`src/rtl/cmdq_pkg.sv`:
```
// ============================================================================
// cmdq_pkg : command-word field layout and queue defaults for cmdq_fifo
// Rev 1.0
// ============================================================================
`default_nettype none

package cmdq_pkg;

    localparam int ROW_W  = 14;
    localparam int BANK_W = 3;
    localparam int COL_W  = 9;
    localparam int RANK_W = 2;
    localparam int RW_W   = 1;
    localparam int CMD_W  = ROW_W + BANK_W + COL_W + RANK_W + RW_W;

    typedef struct packed {
        logic [ROW_W-1:0]  row;
        logic [BANK_W-1:0] bank;
        logic [COL_W-1:0]  col;
        logic [RANK_W-1:0] rank;
        logic [RW_W-1:0]   rw;
    } cmd_t;

    localparam int DEPTH_DEF      = 16;
    localparam int AFULL_OFF_DEF  = 4;
    localparam int AEMPTY_OFF_DEF = 2;

    // Output-stage states
    localparam logic [0:0] ST_EMPTY = 1'b0;
    localparam logic [0:0] ST_VALID = 1'b1;

endpackage

`default_nettype wire

```
`src/rtl/cmdq_ram.sv`:
```
// ============================================================================
// cmdq_ram : DEPTH x W simple dual-port storage, synchronous write,
//            asynchronous read feeding the queue's registered output stage.
// Rev 1.0
// ============================================================================
`default_nettype none

module cmdq_ram #(
    parameter int DEPTH = 16,
    parameter int W     = 29,
    localparam int AW   = $clog2(DEPTH)
) (
    input  logic          clk_i,
    input  logic          we_i,
    input  logic [AW-1:0] waddr_i,
    input  logic [W-1:0]  wdata_i,
    input  logic [AW-1:0] raddr_i,
    output logic [W-1:0]  rdata_o
);

    logic [W-1:0] mem_q [DEPTH];

    always_ff @(posedge clk_i) begin
        if (we_i) begin
            mem_q[waddr_i] <= wdata_i;
        end
    end

    assign rdata_o = mem_q[raddr_i];

endmodule

`default_nettype wire

```
`src/rtl/cmdq_fifo.sv`:
```
// ============================================================================
// cmdq_fifo : parametrised FWFT command queue with thresholds, occupancy and
//             sticky overflow/underflow. Optional parity: CMDQ_PARITY_EN.
// Rev 1.0
// ============================================================================
`default_nettype none

module cmdq_fifo
    import cmdq_pkg::*;
#(
    parameter int DW            = CMD_W,
    parameter int DEPTH         = DEPTH_DEF,
    parameter int AFULL_OFFSET  = AFULL_OFF_DEF,
    parameter int AEMPTY_OFFSET = AEMPTY_OFF_DEF
) (
    input  logic                         Clock,
    input  logic                         Reset,
    input  logic [DW-1:0]                WD,
    input  logic                         WEn,
    output logic                         Full,
    output logic                         HardFull,
    output logic [DW-1:0]                RD,
    output logic                         Empty,
    output logic                         AEmpty,
    input  logic                         REn,
    output logic [$clog2(DEPTH+1)-1:0]   Count,
    output logic                         Overflow,
    output logic                         Underflow,
    input  logic                         InjErr,
    output logic                         ParErr
);

    localparam int CW = $clog2(DEPTH+1);
    localparam int AW = $clog2(DEPTH);
`ifdef CMDQ_PARITY_EN
    localparam int MW = DW + 1;
`else
    localparam int MW = DW;
`endif
    localparam logic [CW-1:0] C_DEPTH  = CW'(DEPTH);
    localparam logic [CW-1:0] C_AFULL  = CW'(DEPTH - AFULL_OFFSET);
    localparam logic [CW-1:0] C_AEMPTY = CW'(AEMPTY_OFFSET);

    logic [AW-1:0] wptr_q, wptr_d, rptr_q, rptr_d;
    logic [CW-1:0] count_q, count_d;
    logic [DW-1:0] rd_q, rd_d;
    logic [0:0]    st_q, st_d;
    logic          full_q, hfull_q, aempty_q;
    logic          ovf_q, unf_q, perr_q, perr_d;
    logic          empty_w, wr_acc, rd_acc;
    logic [MW-1:0] wdata_w, ram_rdata, head_w;

    assign wr_acc = WEn && (!hfull_q || REn);
    assign rd_acc = REn && !empty_w;

`ifdef CMDQ_PARITY_EN
    assign wdata_w = {(^WD) ^ InjErr, WD};
`else
    assign wdata_w = WD;
`endif

    cmdq_ram #(
        .DEPTH (DEPTH),
        .W     (MW)
    ) u_ram (
        .clk_i   (Clock),
        .we_i    (wr_acc),
        .waddr_i (wptr_q),
        .wdata_i (wdata_w),
        .raddr_i (rptr_d),
        .rdata_o (ram_rdata)
    );

    always_comb begin
        wptr_d  = wr_acc ? wptr_q + AW'(1) : wptr_q;
        rptr_d  = rd_acc ? rptr_q + AW'(1) : rptr_q;
        count_d = count_q;
        case ({wr_acc, rd_acc})
            2'b10:   count_d = count_q + CW'(1);
            2'b01:   count_d = count_q - CW'(1);
            default: count_d = count_q;
        endcase
        // The word being written becomes the head when nothing older remains
        head_w = (wr_acc && (rptr_d == wptr_q)) ? wdata_w : ram_rdata;
        rd_d   = (count_d != '0) ? head_w[DW-1:0] : rd_q;
`ifdef CMDQ_PARITY_EN
        perr_d = (count_d != '0) && ((^head_w[DW-1:0]) != head_w[DW]);
`else
        perr_d = 1'b0;
`endif
    end

    always_ff @(posedge Clock) begin
        if (Reset) begin
            wptr_q   <= '0;
            rptr_q   <= '0;
            count_q  <= '0;
            rd_q     <= '0;
            full_q   <= 1'b0;
            hfull_q  <= 1'b0;
            aempty_q <= 1'b1;
            ovf_q    <= 1'b0;
            unf_q    <= 1'b0;
            perr_q   <= 1'b0;
        end else begin
            wptr_q   <= wptr_d;
            rptr_q   <= rptr_d;
            count_q  <= count_d;
            rd_q     <= rd_d;
            full_q   <= (count_d >= C_AFULL);
            hfull_q  <= (count_d == C_DEPTH);
            aempty_q <= (count_d <= C_AEMPTY);
            ovf_q    <= ovf_q | (WEn && !wr_acc);
            unf_q    <= unf_q | (REn && empty_w);
            perr_q   <= perr_d;
        end
    end

    // Output stage: state register
    always_ff @(posedge Clock) begin
        if (Reset) begin
            st_q <= ST_EMPTY;
        end else begin
            st_q <= st_d;
        end
    end

    // Output stage: next state
    always_comb begin
        st_d = st_q;
        case (st_q)
            ST_EMPTY: if (wr_acc) st_d = ST_VALID;
            ST_VALID: if (rd_acc && !wr_acc && (count_q == CW'(1))) st_d = ST_EMPTY;
            default:  st_d = ST_EMPTY;
        endcase
    end

    // Output stage: outputs
    always_comb begin
        empty_w = (st_q == ST_EMPTY);
    end

    assign Empty     = empty_w;
    assign RD        = rd_q;
    assign Count     = count_q;
    assign Full      = full_q;
    assign HardFull  = hfull_q;
    assign AEmpty    = aempty_q;
    assign Overflow  = ovf_q;
    assign Underflow = unf_q;
    assign ParErr    = perr_q;

`ifndef CMDQ_PARITY_EN
    logic unused_injerr;
    assign unused_injerr = InjErr;
`endif

endmodule

`default_nettype wire

```
`config.mk`:
```
export PLATFORM = sky130hd
export DESIGN_NAME = cmdq_fifo
export DESIGN_NICKNAME = d
export VERILOG_FILES = /design/src/rtl/cmdq_pkg.sv /design/src/rtl/cmdq_ram.sv /design/src/rtl/cmdq_fifo.sv
export SDC_FILE = /design/constraint.sdc
export NUM_CORES = 1
export LEC_CHECK = 0
export ABC_AREA = 1
export CORE_MARGIN = 4
export CORE_UTILIZATION = 60
export DETAILED_ROUTE_END_ITERATION = 12
export PLACE_DENSITY_LB_ADDON = 0.05
export SYNTH_ARGS = -nofsm -noshare
export SYNTH_HDL_FRONTEND = slang
export SYNTH_SLANG_ARGS = --single-unit
```
`constraint.sdc`:
```
create_clock -name Clock -period 2.9 [get_ports Clock]
set_input_delay 0.58 -clock Clock [delete_from_list [all_inputs] [get_ports Clock]]
set_output_delay 0.58 -clock Clock [all_outputs]
set_load 0.02 [all_outputs]
```
* After elaboration in Yosys (flattened, before gate mapping)
Memory sizes are Yosys's and may differ from the RTL's. A register that Yosys moved wholly into a read port is not among the register bits.
Cells that the tools add are included.
** Word-level totals
- Register bits :: 19
- Latch bits :: 0
- Bits in writable memories :: 464
- ROM bits :: 0
- Input port bits :: 34
- Output and inout port bits :: 41
- Word-level logic and storage cells :: 39
- Memories kept :: 1
** Memories
- u_ram.mem_q :: depth 16, width 29, read ports 1, clocked after memory_dff 1, write ports 1, RTL line cmdq_ram.sv:21 : logic [W-1:0] mem_q [DEPTH];
** Operators by class
- Add/sub/neg operators :: 4
- $mul :: 0
- Div/mod/pow operators :: 0
- Magnitude comparators :: 2
- Equal/unequal tests :: 4
- Shift operators :: 0
- Muxes and demuxes :: 6
- Bitwise logic cells :: 3
- Reduce and logical (&&, ||, !) cells :: 10
** Operator list (count)
- $pmux W5 S2 :: 1
- $add A4 B1 Y4 const B :: 2
- $logic_and A1 B1 Y1 :: 6
- $add A5 B1 Y5 const B :: 1
- $eq A5 B1 Y1 const B :: 1
- $eq A5 B5 Y1 const B :: 1
- $ge A5 B4 Y1 const B :: 1
- $le A5 B2 Y1 const B :: 1
- $reduce_bool A5 Y1 :: 1
- $sub A5 B1 Y5 const B :: 1
- $mux W4 :: 1
- $mux W1 :: 3
- $eq A2 B1 Y1 const B :: 1
- $eq A2 B2 Y1 const B :: 1
- $logic_not A1 Y1 :: 2
- $or A1 B1 Y1 :: 2
- $pmux W1 S2 :: 1
- $logic_or A1 B1 Y1 :: 1
- $not A1 Y1 :: 1

* Depth between registers and ports, before layout
Gate-level depths: netlist of run 1.
- Word-level depth :: 8
- Depth in mapped cells :: 15
- Gate-level depth less buffers :: 14

* Cells and area by module
Synthesis of run 1 repeated with hierarchy kept, for this count alone.
** Second synthesis, totals
- Cells, all modules :: 2344
- Area total of the unflattened synthesis :: 22888.2 sq um
** Modules (own cells, without submodules)
- cmdq_ram :: times used 1, cells an instance 1895, area an instance 20021.7 sq um, sequential area each 13933.4 sq um
- cmdq_fifo :: times used 1, cells an instance 449, area an instance 2866.5 sq um, sequential area each 960.9 sq um

* Worst setup path after synthesis of run 1
Ideal clock, no wire load.
- Path type :: in2reg
- Start :: input REn
- End :: memory u_ram.mem_q[0][0] (enable)
- Setup time :: 415 ps
- Arrival time :: 2269 ps
- Data required time :: 2485 ps
- Setup slack :: 216 ps
- Cell stages on the path :: 6
- Path buffers :: 0
- Path through :: inv_1 nand2_1 nand2_1 inv_1 nand2_1 nor2_1
** Between the ends
- Word-level cells in the longest chain between the ends :: 4
** Ends and longest elaborated chain
- from (decl) :: RTL line cmdq_fifo.sv:25 : input logic REn,
- $logic_or A1 B1 Y1 :: RTL line cmdq_fifo.sv:53 : assign wr_acc = WEn && (!hfull_q || REn);
- $logic_and A1 B1 Y1 :: RTL line cmdq_fifo.sv:53
- net u_ram.we_i :: RTL line cmdq_ram.sv:14 : input logic we_i,
- $mux W1 :: RTL line cmdq_ram.sv:24 : if (we_i) begin
- $mux W1 (implied by the code) :: RTL line cmdq_ram.sv:25 : mem_q[waddr_i] <= wdata_i;
- to (decl) :: RTL line cmdq_ram.sv:21
The timed path passes the listed nets, and every way through them passes these cells.

* Final worst setup path of run 1
- Start :: input REn
- End :: register rd_q[13], in the netlist RD[13] (read register of u_ram.mem_q)
** Between the ends
- Word-level cells in the longest chain between the ends :: 5
- Elaborated cells on any way between the ends :: 8
- Those cells by class :: eq/ne (2); mux (2); reduce/logical (4)
** Ends and longest elaborated chain
- $logic_or A1 B1 Y1 :: RTL line cmdq_fifo.sv:53
- $logic_and A1 B1 Y1 :: RTL line cmdq_fifo.sv:53
- $eq A2 B1 Y1 / $eq A2 B2 Y1 (equally long branches) :: RTL line cmdq_fifo.sv:78 : case ({wr_acc, rd_acc})
- $pmux W5 S2 :: RTL line cmdq_fifo.sv:78
- $reduce_bool A5 Y1 :: RTL line cmdq_fifo.sv:85 : rd_d = (count_d != '0) ? head_w[DW-1:0] : rd_q;
- to (decl) :: RTL line cmdq_fifo.sv:46 : logic [DW-1:0] rd_q, rd_d;
Parallel ways exist; a longest one is shown, timed or not.
A chain may end at the register's enable or synchronous reset.

==> flow_metrics.py, run 1 <==
metrics = {
    "die": {
        "die_w_um": 201,
        "num_rows": 70,
        "die_height_um": 201,
        "ios": 75,
        "fp.dieArea_um2": 40400,
        "core_area_um2": 36700,
        "floorplan.initialDensity_pct": 60.8,
    },
    "pwr": {
        "p_leak_nw": 10.5,
        "p_per_area_nw_per_um2": 641,
        "irDropWorstVdd_mv": 0.534,
    },
    "worst_setup_path": {
        "cp-end-kind": "flip-flop",
        "crit_slowest_cell": "clkdlybuf4s50_1",
        "worst_ep_arrival_time_ns": 2.88,
        "cp-start-kind": "input pin",
        "path_buf_inv": 5,
        "required_ns": 3.43,
        "path_class": "in -> reg",
        "r2r-start": "st_q",
        "ff2ff_setup_slack_ns": 0.66,
        "worstPathMaxFanout": 11,
        "reg2reg_to": "RD[13]",
        "crit_chain": "clkdlybuf4s50_1 -> buf_4 -> nand2_2 -> inv_2 -> ha_1 -> buf_4 -> nand2_1 -> o21a_1 -> nand2_1 -> nor2_1 -> nand2_1 -> nor2_1 -> buf_12 -> nor2_1 -> a21oi_1",
        "slowest_delay_ns": 0.45,
        "path_delay_family": "buffers and inverters",
        "reg2reg_depth": 13,
    },
    "routing": {
        "drc_errors": 0,
        "wl_um": 56900,
        "viasPerCell": 5.83,
        "postRouteAntennaNets": 0,
        "drt-initial-drc-count": 1707,
        "vias": 15819,
        "dr.pass1.iters": 6,
        "wl_per_cell_um": 21.0,
    },
    "grt": {
        "grt_pass1_wl_um": 87700,
        "grt_pass1_vias": 15310,
        "grt_start_max_net_pins": 56,
        "overflow": 0,
        "track_usage_pct": 27.8,
        "antenna_found_initial": 1,
    },
    "yosys": {
        "syn_area_um2": 22300,
        "ys_ff_latch": 512,
        "avgSynthCellArea_um2": 10.7,
        "yosys_warnings": 0,
        "synth.area.top_cells": "edfxtp_1, nand3_1, nand2_1",
        "synth.distinct_cells": 25,
        "yosys.area.top_type_share_pct": 62.4,
        "syn_nets": 2130,
        "synth_largest_area_cell": "edfxtp_1",
        "yosysSeqAreaShare_pct": 66.7,
        "syn_inst": 2086,
    },
    "timing": {
        "slew_violations": 0,
        "relSlewSlack_pct": 57.5,
        "setup_tns_ns": 0,
        "finalCriticalPeriod_ns": 2.35,
        "max_freq_ghz": 0.425,
        "worst_pin_slew_ns": 0.636,
        "hold_viol": 0,
        "skew_ns": 0.0294,
        "rsz0062_at_grt": "no",
        "holdWs_ns": 0.467,
        "min_period_over_period_pct": 81.1,
        "setup_violations": 0,
    },
    "layout": {
        "fillers": 2555,
        "drive_above_1_share_pct": 9.80,
        "stdcell_area_um2": 26400,
        "layout.nets": 2245,
        "layout_commonest_cell": "edfxtp_1",
        "diodes": 0,
        "areaGrowthSynthToFinish_pct": 18.2,
        "final_cells": 2713,
        "postLayoutCoreUtil_pct": 71.9,
        "layout_common_cells": "edfxtp_1, nand2_1, nand3_1, inv_1, nand3b_1",
    },
    "clock_network": {
        "cts_resized": 0,
        "cts_num_sinks": 512,
        "h-tree-depth": 2,
        "cts_buffers": 52,
        "clkTransAtPathRegs_ns": 0.05,
        "cts_hold_buf": 0,
        "clk_latency_ns": 0.61,
        "post_cts_buffers": 0,
        "clk_path_buf_depth": 3,
        "tritoncts": "built",
        "cts_root_buf": "clkbuf_16",
    },
    "hold_path": {
        "hold_path.startpoint": "Overflow",
        "min_to": "Overflow",
        "holdPathStages": 2,
        "min_path_type": "reg -> reg",
    },
    "placed_design": {
        "dp_cells": 2615,
        "placed_cell_area_um2": 24700,
        "place_congestion": 0.808,
        "port_buffers": 72,
        "place_hpwl_um": 32500,
    },
    "run": {
        "maxCapViolCount": 0,
    },
    "status": {
        "outcome": "finished clean",
    },
}
## worst max-delay path by stage
stage | start | end | slack (ns) | depth (start not counted)
after global routing | REn | RD[13] | 0.27 | 15
after detailed placement | REn | RD[16] | -0.04 | 14
after floorplan | REn | u_ram.mem_q[0][0] | 0.22 | 6
after CTS | st_q | Empty | 0.56 | 2
after global placement | REn | RD[1] | -0.02 | 14
final | REn | RD[13] | 0.55 | 15
## stage by stage
stage / setup WS (ns) / total power [W]
floorplan: 0.216 / 0.00959
global placement: -0.0226 / 0.0105
detailed placement: -0.0400 / 0.0105
CTS: 0.555 / 0.0170
global route: 0.273 / 0.0175
finish: 0.547 / 0.0169
## Yosys cell counts
| cell type | n |
|---|---|
| buf_2 | 74 |
| conb_1 | 1 |
| o211ai_1 | 39 |
| nand3b_1 | 137 |
| nand3_1 | 398 |
| a211oi_1 | 1 |
| nand3_2 | 1 |
| buf_4 | 6 |
| edfxtp_1 | 464 |
| ha_1 | 10 |
| nor2_1 | 57 |
| o21ai_0 | 45 |
| nand2_1 | 400 |
| inv_1 | 294 |
| nand2_4 | 1 |
| inv_2 | 8 |
| nand4_1 | 4 |
| o21a_1 | 1 |
| o21ai_1 | 4 |
| a21oi_1 | 41 |
| nor3_1 | 1 |
| clkbuf_1 | 33 |
| nand2_2 | 5 |
| dfxtp_1 | 48 |
| buf_1 | 13 |
## metal layers
layer / vias up / wire, um / track usage (%)
met5: - / 20 / 0
met4: 2 / 1380 / 8.58
met3: 105 / 4510 / 3.94
met2: 695 / 27100 / 45.0
met1: 7680 / 23900 / 39.6
li1: 7337 / - / -
## power by group
part / total (W) / switching, W / internal (W) / leakage, nW
registers: 0.00833 / 0.0000884 / 0.00825 / 4.59
logic: 0.00207 / 0.00128 / 0.000784 / 5.08
clock network: 0.00652 / 0.00275 / 0.00377 / 0.815
total: 0.0169 / 0.00412 / 0.0128 / 10.5
## worst register-to-register path: stages (launching register included)
cell and delay (ns):
dfxtp_1 0.48, nand2_2 0.16, inv_2 0.09, ha_1 0.23, buf_4 0.14, nand2_1 0.05
o21a_1 0.13, nand2_1 0.05, nor2_1 0.16, nand2_1 0.09, nor2_1 0.19, buf_12 0.18
nor2_1 0.08, a21oi_1 0.15
## cell families (layout without fill, tap and decap cells)
group / after synthesis / in the layout / synth area share, %
AOI/OAI and AO/OA: 131 / 131 / 3.40
adders and majority gates: 10 / 10 / 0.561
buffers and inverters: 428 / 587 / 7.71
DFF: 512 / 512 / 66.7
other: 1 / 1 / 0.0168
and+or+nand+nor: 1004 / 1004 / 21.6
## sequential cells by signal, indices dropped and copies added (netlist names)
signal	flops
Overflow	1
st_q	1
HardFull	1
rptr_q	4
Count	5
wptr_q	4
AEmpty	1
Full	1
u_ram.mem_q	464
RD	29
Underflow	1
## cell type report
type                            instances  area [um2]  share of cell area [%]
Multi-Input combinational cell       1146        5860                    22.2
Sequential cell                       512       14900                    56.5
Timing Repair Buffer                  187        2230                    8.47
Inverter                              302        1140                    4.31
Clock buffer                           77        1470                    5.55
Clock inverter                         21         203                   0.768
Tap cell                              468         586                    2.22
No activity file was read; power rests on OpenSTA's default activity.
==> inputs of run 2 (changes only) <==
- CORE_UTILIZATION: 60 -> 55
- clock period: 2.9 -> 2 ns (I/O delays scaled with it)
==> flow_metrics.py, run 2 (synthesis gave the netlist of run 1 again) <==
metrics = {
    "worst_setup_path": {
        "ff2ff_setup_slack_ns": 0.01,
        "cp-start-kind": "flip-flop",
        "path_class": "reg -> reg",
        "required_ns": 2.53,
        "worstPathMaxFanout": 6,
        "cp-end-kind": "flip-flop",
        "worst_ep_arrival_time_ns": 2.51,
    },
    "die": {
        "num_rows": 73,
        "die_w_um": 209,
        "die_height_um": 209,
        "fp.dieArea_um2": 43900,
        "ios": 75,
        "core_area_um2": 39900,
        "floorplan.initialDensity_pct": 55.9,
    },
    "routing": {
        "postRouteAntennaNets": 0,
        "wl_per_cell_um": 21.7,
        "drc_errors": 0,
        "vias": 16234,
        "drt-initial-drc-count": 1686,
        "wl_um": 62000,
        "viasPerCell": 5.68,
        "dr.pass1.iters": 8,
    },
    "placed_design": {
        "place_congestion": 0.878,
        "placed_cell_area_um2": 25500,
        "dp_cells": 2738,
        "port_buffers": 72,
        "place_hpwl_um": 35200,
    },
    "clock_network": {
        "cts_num_sinks": 512,
        "clkTransAtPathRegs_ns": 0.06,
        "clk_path_buf_depth": 3,
        "cts_buffers": 53,
        "cts_root_buf": "clkbuf_16",
        "tritoncts": "built",
        "h-tree-depth": 2,
        "clk_latency_ns": 0.60,
    },
    "timing": {
        "hold_viol": 0,
        "setup_tns_ns": 0,
        "skew_ns": 0.0143,
        "finalCriticalPeriod_ns": 1.99,
        "max_freq_ghz": 0.503,
        "setup_violations": 0,
        "slew_violations": 0,
        "relSlewSlack_pct": 63.6,
        "worst_pin_slew_ns": 0.545,
        "holdWs_ns": 0.153,
        "min_period_over_period_pct": 99.4,
        "rsz0062_at_grt": "yes",
    },
    "hold_path": {
        "min_path_type": "in -> reg",
    },
    "layout": {
        "layout_common_cells": "edfxtp_1, nand2_1, nand3_1, inv_1, nand3b_1",
        "multi_input_area_um2": 6070,
        "regArea_um2": 14900,
        "postLayoutCoreUtil_pct": 70.2,
        "fillers": 2832,
        "top_register": "u_ram.mem_q",
        "stdcell_area_um2": 28000,
        "layout_commonest_cell": "edfxtp_1",
        "final_cells": 2859,
        "largest_reg_flops": 464,
        "areaGrowthSynthToFinish_pct": 25.6,
        "drive_above_1_share_pct": 15.3,
        "diodes": 0,
        "layout.nets": 2334,
    },
    "grt": {
        "grt_start_max_net_pins": 47,
        "grt_pass1_wl_um": 91000,
        "grt_pass1_vias": 15440,
        "antenna_found_initial": 0,
        "track_usage_pct": 26.8,
        "overflow": 0,
    },
    "pwr": {
        "p_leak_nw": 11.4,
        "clkPwrFrac_pct": 39.8,
        "p_int_w": 0.0197,
        "seqPwrFrac_pct": 46.5,
        "p_per_area_nw_per_um2": 928,
        "pwr-share-comb_pct": 13.7,
        "irDropWorstVdd_mv": 0.738,
        "netSwitchingFraction_pct": 24.1,
        "p_sw_w": 0.00627,
    },
    "run": {
        "maxCapViolCount": 0,
    },
    "status": {
        "outcome": "finished clean",
    },
}
run 2: final timing paths:
kind | start | endpoint | cells after the start
setup / recovery | st_q | RD[3] | 13
hold / removal | REn | Overflow | 4
setup reg to reg | st_q | RD[3] | 13
hold reg to reg | Overflow | Overflow | 2
run 2: timing repair:
action | CTS | global route
pin swaps | 2 | 20
hold buffers | 0 | 0
gates resized for setup | 29 | 81
setup buffers | 2 | 9
setup endpoints to repair | 43 | 35
cloned | 1 | 10
run 2: layout make-up:
class / instances / area share, %
tap: 525 / 2.34
multi-input combinational: 1146 / 21.6
clock buffer: 80 / 5.64
clock inverter: 19 / 0.946
timing repair buffer: 275 / 12.1
sequential: 512 / 53.2
inverter: 302 / 4.13
run 2: power by group through the flow:
stage               logic (W)  clock network, W  registers [W]
finish                0.00355            0.0104         0.0121
detailed placement    0.00314                 0         0.0123
global route          0.00383            0.0110         0.0121
global placement      0.00309                 0         0.0123
CTS                   0.00323            0.0105         0.0121
floorplan             0.00146                 0         0.0125
run 2: stage by stage:
stage | worst slack [ns] | power (W)
2_1_floorplan | -0.438 | 0.0139
6_report | 0.0127 | 0.0260
3_5_place_dp | -0.706 | 0.0154
5_1_grt | -0.0983 | 0.0269
4_1_cts | 0.000464 | 0.0258
3_3_place_gp | -0.694 | 0.0154
run 2: routing by layer:
metal | wire length (um) | global-route usage (%) | vias up
met4 | 1250 | 7.36 | 0
met2 | 29700 | 43.7 | 678
met1 | 26200 | 38.0 | 7935
met5 | 0 | 0 | -
met3 | 4810 | 4.13 | 90
li1 | - | - | 7531
run 2: critical path, cell delays in order (launching register included):
cell       delay (ns)
dfxtp_2          0.33
nand2_2          0.10
inv_2            0.07
ha_4             0.26
inv_4            0.08
nand3_2          0.08
o21ai_2          0.08
nand2_2          0.08
nor2_4           0.15
nand2_2          0.09
nor2_4           0.23
clkbuf_16        0.20
nor2_1           0.05
a21oi_1          0.12
